$ cat src/rtl/mem_access_unit_if.sv
// Data-memory request/response bus for mem_access_unit.
// The master drives a dword-aligned request and holds it until the slave acknowledges.
interface mem_access_unit_if #(
  parameter int DATA_W = 64
);
  logic              dmem_req;
  logic              dmem_we;
  logic [DATA_W-1:0] dmem_addr;
  logic [DATA_W-1:0] dmem_wdata;
  logic [7:0]        dmem_be;
  logic              dmem_ack;
  logic [DATA_W-1:0] dmem_rdata;

  modport master (
    output dmem_req, dmem_we, dmem_addr, dmem_wdata, dmem_be,
    input  dmem_ack, dmem_rdata
  );

  modport slave (
    input  dmem_req, dmem_we, dmem_addr, dmem_wdata, dmem_be,
    output dmem_ack, dmem_rdata
  );
endinterface

$ cat src/rtl/mem_access_unit.sv
// MEM-stage load/store unit: lane alignment, byte enables, load extension, stall control.
// Optional MEM_ACCESS_ALIGN_CHECK_EN flags misaligned accesses instead of force-aligning them.
module mem_access_unit #(
  parameter int DATA_W = 64
) (
  input  logic              clock,
  input  logic              reset,
  input  logic              valid_in,
  input  logic              mem_read_in,
  input  logic              mem_write_in,
  input  logic [1:0]        size_in,
  input  logic              sign_ext_in,
  input  logic [DATA_W-1:0] addr_in,
  input  logic [DATA_W-1:0] store_data_in,
  output logic              stall_out,
  output logic [DATA_W-1:0] load_data_out,
  output logic              load_valid_out,
  output logic              misalign_out,
  mem_access_unit_if.master dmem
);

  localparam logic [1:0] IDLE = 2'd0;
  localparam logic [1:0] REQ  = 2'd1;
  localparam logic [1:0] DONE = 2'd2;

  logic [1:0]        state;
  logic              rst_done;
  logic              we_r;
  logic [1:0]        size_r;
  logic              sign_r;
  logic [2:0]        off_r;
  logic [DATA_W-1:0] addr_r;
  logic [DATA_W-1:0] wdata_r;
  logic [7:0]        be_r;

  logic              start;
  logic              mis;
  logic [2:0]        align_mask;
  logic [DATA_W-1:0] addr_eff;
  logic [7:0]        be_base;
  logic [DATA_W-1:0] rd_sh;
  logic [DATA_W-1:0] fmt;

  // rst_done blocks a start on the first edge after reset release
  assign start = rst_done && valid_in && (mem_read_in || mem_write_in) &&
                 ((state == IDLE) || (state == DONE));
  assign stall_out = start || (state == REQ);

  always_comb begin
    align_mask = 3'b000;
    be_base    = 8'h01;
    unique case (size_in)
      2'd0: begin align_mask = 3'b000; be_base = 8'h01; end
      2'd1: begin align_mask = 3'b001; be_base = 8'h03; end
      2'd2: begin align_mask = 3'b011; be_base = 8'h0F; end
      2'd3: begin align_mask = 3'b111; be_base = 8'hFF; end
    endcase
  end

`ifdef MEM_ACCESS_ALIGN_CHECK_EN
  assign mis      = |(addr_in[2:0] & align_mask);
  assign addr_eff = addr_in;
`else
  assign mis      = 1'b0;
  assign addr_eff = {addr_in[DATA_W-1:3], addr_in[2:0] & ~align_mask};
`endif

  always_comb begin
    rd_sh = dmem.dmem_rdata >> {off_r, 3'b000};
    fmt   = rd_sh;
    unique case (size_r)
      2'd0: fmt = {{(DATA_W-8){sign_r & rd_sh[7]}},   rd_sh[7:0]};
      2'd1: fmt = {{(DATA_W-16){sign_r & rd_sh[15]}}, rd_sh[15:0]};
      2'd2: fmt = {{(DATA_W-32){sign_r & rd_sh[31]}}, rd_sh[31:0]};
      2'd3: fmt = rd_sh;
    endcase
  end

  always_ff @(posedge clock or negedge reset) begin
    if (!reset) begin
      state          <= IDLE;
      rst_done       <= 1'b0;
      we_r           <= 1'b0;
      size_r         <= '0;
      sign_r         <= 1'b0;
      off_r          <= '0;
      addr_r         <= '0;
      wdata_r        <= '0;
      be_r           <= '0;
      load_data_out  <= '0;
      load_valid_out <= 1'b0;
      misalign_out   <= 1'b0;
    end else begin
      rst_done       <= 1'b1;
      load_valid_out <= 1'b0;
      misalign_out   <= 1'b0;
      unique case (state)
        REQ: begin
          if (dmem.dmem_ack) begin
            state <= DONE;
            if (!we_r) begin
              load_data_out  <= fmt;
              load_valid_out <= 1'b1;
            end
          end
        end
        default: begin
          if (start) begin
            // Both read and write high is treated as a read
            we_r    <= mem_write_in && !mem_read_in;
            size_r  <= size_in;
            sign_r  <= sign_ext_in;
            off_r   <= addr_eff[2:0];
            addr_r  <= {addr_eff[DATA_W-1:3], 3'b000};
            wdata_r <= store_data_in << {addr_eff[2:0], 3'b000};
            be_r    <= be_base << addr_eff[2:0];
            if (mis) begin
              state        <= DONE;
              misalign_out <= 1'b1;
            end else begin
              state <= REQ;
            end
          end else begin
            state <= IDLE;
          end
        end
      endcase
    end
  end

  assign dmem.dmem_req   = (state == REQ);
  assign dmem.dmem_we    = we_r;
  assign dmem.dmem_addr  = addr_r;
  assign dmem.dmem_wdata = wdata_r;
  assign dmem.dmem_be    = be_r;

endmodule
$ cat src/flat_wrapper.sv
// flat-port wrapper written by rule: the top's interface ports become plain ports
module mem_access_unit_flat 
#(
  parameter int DATA_W = 64
)
  (clock, reset, valid_in, mem_read_in, mem_write_in, size_in, sign_ext_in, addr_in, store_data_in, stall_out, load_data_out, load_valid_out, misalign_out, dmem_dmem_req, dmem_dmem_we, dmem_dmem_addr, dmem_dmem_wdata, dmem_dmem_be, dmem_dmem_ack, dmem_dmem_rdata);
  mem_access_unit_if #(.DATA_W(DATA_W)) dmem_i ();
  input  logic clock;
  input  logic reset;
  input  logic valid_in;
  input  logic mem_read_in;
  input  logic mem_write_in;
  input  logic [1:0] size_in;
  input  logic sign_ext_in;
  input  logic [DATA_W-1:0] addr_in;
  input  logic [DATA_W-1:0] store_data_in;
  output logic stall_out;
  output logic [DATA_W-1:0] load_data_out;
  output logic load_valid_out;
  output logic misalign_out;
  output wire logic [$bits(dmem_i.dmem_req)-1:0] dmem_dmem_req;
  output wire logic [$bits(dmem_i.dmem_we)-1:0] dmem_dmem_we;
  output wire logic [$bits(dmem_i.dmem_addr)-1:0] dmem_dmem_addr;
  output wire logic [$bits(dmem_i.dmem_wdata)-1:0] dmem_dmem_wdata;
  output wire logic [$bits(dmem_i.dmem_be)-1:0] dmem_dmem_be;
  input wire logic [$bits(dmem_i.dmem_ack)-1:0] dmem_dmem_ack;
  input wire logic [$bits(dmem_i.dmem_rdata)-1:0] dmem_dmem_rdata;
  assign dmem_dmem_req = dmem_i.dmem_req;
  assign dmem_dmem_we = dmem_i.dmem_we;
  assign dmem_dmem_addr = dmem_i.dmem_addr;
  assign dmem_dmem_wdata = dmem_i.dmem_wdata;
  assign dmem_dmem_be = dmem_i.dmem_be;
  assign dmem_i.dmem_ack = dmem_dmem_ack;
  assign dmem_i.dmem_rdata = dmem_dmem_rdata;
  mem_access_unit #(.DATA_W(DATA_W)) u_core (.clock(clock), .reset(reset), .valid_in(valid_in), .mem_read_in(mem_read_in), .mem_write_in(mem_write_in), .size_in(size_in), .sign_ext_in(sign_ext_in), .addr_in(addr_in), .store_data_in(store_data_in), .stall_out(stall_out), .load_data_out(load_data_out), .load_valid_out(load_valid_out), .misalign_out(misalign_out), .dmem(dmem_i));
endmodule
$ cat config.mk
export PLATFORM = sky130hd
export DESIGN_NAME = mem_access_unit_flat
export DESIGN_NICKNAME = d
export VERILOG_FILES = /design/src/rtl/mem_access_unit_if.sv /design/src/rtl/mem_access_unit.sv /design/src/flat_wrapper.sv
export SDC_FILE = /design/constraint.sdc
export NUM_CORES = 1
export LEC_CHECK = 0
export CAP_MARGIN = 30
export CORE_MARGIN = 8
export CORE_UTILIZATION = 41
export DETAILED_ROUTE_END_ITERATION = 8
export GPL_ROUTABILITY_DRIVEN = 0
export MAX_ROUTING_LAYER = met4
export PLACE_DENSITY = 0.89
export RECOVER_POWER = 50
export SLEW_MARGIN = 5
export SYNTH_ARGS = -nofsm -noshare
export SYNTH_HDL_FRONTEND = slang
export SYNTH_SLANG_ARGS = --single-unit
$ cat constraint.sdc
create_clock -name clock -period 2.05 [get_ports clock]
set_clock_uncertainty 0.1 [all_clocks]
set_input_delay 0.205 -clock clock [delete_from_list [all_inputs] [get_ports clock]]
set_output_delay 0.205 -clock clock [all_outputs]
set_load 0.02 [all_outputs]
Yosys cells after proc, flatten, opt, wreduce, memory -nomap -nowiden
Index checks and enable logic that the tools add are counted.

word-level totals
  bits in registers = 208
  bits of input ports = 201
  output and inout port bits = 205
  word-level logic and storage cells = 52

operators by class
  eq/ne operators = 9
  shift-type cells = 3
  mux-type cells = 9
  bitwise logic cells = 7
  reductions and logical operators = 13

operators by type and width
  cell                                                 count
  one-hot mux 64 bit (4 select lines)                  1
  << shifter 64 x 6 -> 64 bit                          1
  >> shifter 64 x 6 -> 64 bit                          1
  one-hot mux 8 bit (4 select lines)                   1
  one-hot mux 3 bit (4 select lines)                   1
  equality test 2 bit, second input constant           5
  << shifter 8 x 3 -> 8 bit                            1
  equality test 2 x 1 -> 1 bit, second input constant  3
  zero test 2 bit                                      3
  logical AND 1 bit                                    4
  two-way mux 1 bit                                    4
  two-way mux 2 bit                                    2
  bitwise AND 1 bit                                    3
  bitwise AND 3 bit                                    1
  logical OR 1 bit                                     3
  NOT 3 bit                                            1
  AND reduction 3 bit                                  1
  != test 2 x 1 -> 1 bit, second input constant        1
  NOT 1 bit                                            2
  AND reduction 2 bit                                  1
  zero test 1 bit                                      1

Logic depth before layout (Yosys ltp)
  depth in word-level cells = 5
  depth in mapped cells = 8
  depth with buffers taken out = 6

Least setup slack after synthesis
No wires, ideal clock.

  kind = reg-to-reg
  start = register u_core.state[1]
  end = register u_core.load_data_out[32]
  setup time = 0.121 ns
  arrival = 1.725 ns
  required time = 1.829 ns
  slack = 0.104 ns
  cell stages (with the launch flop) = 8
  buffers on the path = 1
  clock period less this slack = 1.946 ns
  cell sequence = dfrtp_1 -> nand2b_1 -> inv_1 -> nand3b_1 -> a41o_1 -> a311oi_4 -> buf_6 -> a21oi_2

between the ends
  word-level cells in the longest chain between the ends = 2

RTL lines
  element                               line                    RTL
  start, declared                       mem_access_unit.sv:26   logic [1:0] state;
  start signal, assigned                mem_access_unit.sv:81   state <= IDLE;
  start signal, assigned                mem_access_unit.sv:100  state <= DONE;
  start signal, assigned                mem_access_unit.sv:118  state <= DONE;
  equality test 2 x 1 -> 1 bit          -
  named net dmem_dmem_req               flat_wrapper.sv:21      output wire logic [$bits(dmem_i.dmem_req)-1:0] dmem_dmem_req;
  AND reduction 3 bit (no source line)  -
  end signal, assigned                  mem_access_unit.sv:102  load_data_out <= fmt;
  end, declared                         mem_access_unit.sv:16   output logic [DATA_W-1:0] load_data_out,

The timed path passes the listed nets, and every way through them passes these cells.
A chain may end at the register's enable or synchronous reset.

Worst setup path after layout
  start = register u_core.off_r[1]
  end = register u_core.load_data_out[12]

between the ends
  word-level cells in the longest chain between the ends = 3

RTL lines
  element                                  line                    RTL
  start, declared                          mem_access_unit.sv:31   logic [2:0] off_r;
  start signal, assigned                   mem_access_unit.sv:113  off_r <= addr_eff[2:0];
  >> shifter 64 x 6 -> 64 bit (*)          mem_access_unit.sv:69   rd_sh = dmem.dmem_rdata >> {off_r, 3'b000};
  bitwise AND 1 bit                        mem_access_unit.sv:72   2'd0: fmt = {{(DATA_W-8){sign_r & rd_sh[7]}}, rd_sh[7:0]};
  one-hot mux 64 bit (4 select lines) (*)  mem_access_unit.sv:71   unique case (size_r)

Every way passes the cells marked *; elsewhere a longest branch is shown, timed or not. The select of a mux whose other input is x is not followed.

==> metrics <==
Avg WL per Cell=approximately 24 µm; part of the cycle the worst path needs=1.03; Synth async-reset ratio=1.00; Post-route DRC=0; Worst EP required=2.44 ns; synth unique cells=57; Finished Core Util=0.646; final setup violation count=34; Slew Limit Fails=0; mean post-synth cell area=just over 9 µm²; row count=between 60 and 70; vias in the first global route=roughly 13000; Crit Path Max Fanout=26; Boundary Pins=between 400 and 500; largest buffer count on any clock path=3; R2R Path Start=u_core.off_r[1]; Rel. slew slack=0.124; drt via density=between 5 and 6; placed cell area=between 15000 and 20000 µm²; Die ar.=roughly 34000 µm²; Worst Hold End=u_core.dmem.dmem_addr[54]; detailed router's first-iteration violation count=1585; worst slew pin tran=about 1.3 ns; largest net degree at the start of global routing=55; main combinational cell family by area after synthesis=simple AND/OR/NAND/NOR gates; R2R Setup Slk=-0.07 ns; slack of the critical path=-0.0709 ns; fin area=between 15000 and 20000 µm²; post-route ant nets=0; post-synthesis compound-gate area fraction=0.176; area grow syn2layout=55.6%; non-filler cells, final=around 2100; chip width=roughly 180 µm; total grt overflow=0; critical path class=flop to flop; count of warnings emitted by yosys=0; Worst Setup End Kind=flop; CP Launch Type=flop; Detailed Route WL=51400 µm; main flop type after synthesis=dfrtp_1; static leakage=7.63 nW; Mapped Area=11500 µm²; Post-synth EDFFs=0; cell count of the worst reg-to-reg path=6; Hold Crit Start=addr_in[54]; Worst Hold Class=input pin to flop; detailed-route via count=approximately 13000; TritonCTS clock tree=yes; post-synthesis xor/xnor area fraction=0; VDD IR max=about 700 µV; Pwr Density=1090 nW/µm²; Post-layout nets=approximately 1900; failing checks=setup timing; final hold viol count=0; detailed placement HPWL=37600 µm; Core Box Area=between 20000 and 30000 µm²; GR Util All Layers=0.294; Post-Synth Adder-Cell Area=0; layout cells sized above 1=0.152; TritonCTS Sinks=between 200 and 250; H-tree depth=1; initial antenna violation count=0; Post-Place Cells=~2100; DRT Pass-1 Iters=8; post-synthesis mux area share=0.139; Initial Util=0.415; maxcap violations=0; Antenna diodes=0; clock latency on the worst-skew pair=0.54 ns; Period minus WS final=~2.1 ns; Die H=about 180 µm; R2R Path End=u_core.load_data_out[12]; Post-Syn Instances=~1300; Post-Synth Simple-Gate Area=0.182; first-pass GRT wire length=75100 µm; Buffers on Ports=between 400 and 500; root buffer cell=clkbuf_16; CTS buffer count=25; Achievable Freq=between 400 and 500 MHz; #FFs+latches synth=roughly 210; RSZ-0062 raised after global routing=yes; hold depth=3; status=complete, but fails checks; WP data arrival=between 2 and 3 ns; sequential share of the synthesized area=0.454; Worst-path clk slew=around 0.06 ns; pre-CTS WS=-0.358 ns
## cell type report
cell class / count / area, µm²
Tap cell: 378 / 473
Multi-Input combinational cell: 932 / 5840
Clock inverter: 18 / 265
Fill cell: 2030 / 9790
Sequential cell: 208 / 5210
Timing Repair Buffer: 547 / 5380
Inverter: 5 / 18.8
Clock buffer: 28 / 647
## sequential cells by signal, indices dropped and copies added, names as in the netlist
register,cells
u_core.state,2
u_core.sign_r,1
u_core.rst_done,1
u_core.dmem.dmem_addr,61
u_core.dmem.dmem_be,8
u_core.dmem.dmem_we,1
u_core.load_data_out,64
u_core.load_valid_out,1
u_core.off_r,3
u_core.dmem.dmem_wdata,64
u_core.size_r,2
## cells by family (layout without fill, tap and decap cells)
group / Yosys count / after routing
multiplexers: 130 / 130
buffers and inverters: 114 / 598
other: 2 / 5
AO/OA/AOI/OAI: 298 / 298
flip-flops: 208 / 208
AND/OR/NAND/NOR: 499 / 499
## cells in the final DEF (no fill, tap or decap), types with 6 or more instances in the layout
cell,synthesis,routed
buf_4,11,111
a211oi_1,7,7
buf_6,6,7
a2bb2oi_1,16,16
nand3_1,9,9
o2111ai_1,7,7
nor2b_1,12,9
mux2i_2,0,6
mux2i_1,102,93
or2_2,8,8
o21a_1,7,6
nand2b_1,16,16
nand2_1,302,302
o221ai_1,7,7
clkdlybuf4s50_1,0,398
dfrtp_1,208,205
o22a_1,15,15
o211ai_1,19,19
buf_12,0,20
nor4bb_1,8,8
mux4_2,22,22
a21oi_2,10,12
a31oi_1,30,30
o22ai_1,12,12
a22o_1,18,18
o21bai_1,7,7
bufinv_16,0,6
clkbuf_16,0,25
clkinv_2,0,7
a21oi_1,72,70
nor2_1,115,115
nor3_1,17,17
o21ai_0,48,48
## worst max-delay path: stages, from the launching register on
cell and delay (ns):
dfrtp_4 0.58, buf_12 0.20, buf_6 0.16, mux2i_2 0.16, mux4_2 0.57, nor2_1 0.15
o22a_1 0.14
## synth_stat cells (all sizes together) (3+ instances only)
cell type / count / share of area
a2bb2oi: 16 / 0.012
or2: 8 / 0.0044
a211oi: 7 / 0.0046
nand3: 9 / 0.0039
nor4bb: 8 / 0.0070
o221ai: 7 / 0.0053
mux4: 22 / 0.043
o31ai: 3 / 0.0020
o22a: 15 / 0.011
mux2: 5 / 0.0049
a21oi: 82 / 0.039
buf: 59 / 0.030
inv: 5 / 0.0016
nor3: 17 / 0.0074
mux2i: 103 / 0.091
o22ai: 12 / 0.0065
a22oi: 3 / 0.0024
nor2b: 12 / 0.0065
nand2: 302 / 0.099
o2bb2ai: 5 / 0.0038
o21a: 7 / 0.0046
nor2: 116 / 0.038
a31oi: 30 / 0.016
nand2b: 16 / 0.0087
dfrtp: 208 / 0.45
o2111ai: 7 / 0.0053
clkbuf: 50 / 0.016
a22o: 18 / 0.014
o21ai: 50 / 0.022
o21bai: 7 / 0.0046
o211ai: 19 / 0.012
## timing repair
action	in CTS	in global routing
setup endpoints to repair	53	54
cloned	2	0
setup buffers	3	0
pin swaps	2	1
hold endpoints to repair	208	0
resized for setup	16	27
hold buffers	1	0
## through the flow
stage | hold WS [ns] | power (mW) | TNS (ns)
6_report | 0.0884 | 19.5 | -0.786
5_1_grt | 0.0732 | 20.2 | -7.67
4_1_cts | 0.0684 | 19.3 | 0
3_5_place_dp | 0.0838 | 14.2 | -18.68
3_3_place_gp | 0.0845 | 14.0 | -13.59
2_1_floorplan | -0.191 | 9.85 | 0
## worst max path at each step
stage	startpoint	depth (start not counted)	end	slack (ns)
after floorplan	u_core.state[1]	7	u_core.load_data_out[32]	0.10
after global placement	addr_in[0]	8	u_core.dmem.dmem_wdata[54]	-0.28
after detailed placement	addr_in[0]	9	u_core.dmem.dmem_wdata[63]	-0.36
after CTS	u_core.off_r[1]	8	u_core.load_data_out[42]	0.003
after global routing	u_core.off_r[1]	8	u_core.load_data_out[26]	-0.19
final	u_core.off_r[1]	6	u_core.load_data_out[12]	-0.07
## routing by layer
metal  GRT usage  share of wire  vias up
met2       0.493           0.49     1094
met5           -              0        -
met4       0.157          0.062        0
met3      0.0673           0.10      289
li1            -              -     5338
met1       0.323           0.35     5951
## power by group
group | switching, mW | internal, mW | total [mW]
Combinational | 4.41 | 3.88 | 8.29
Clock | 1.94 | 3.05 | 4.98
Sequential | 0.860 | 5.32 | 6.18
(Power assumes the default switching activity.)
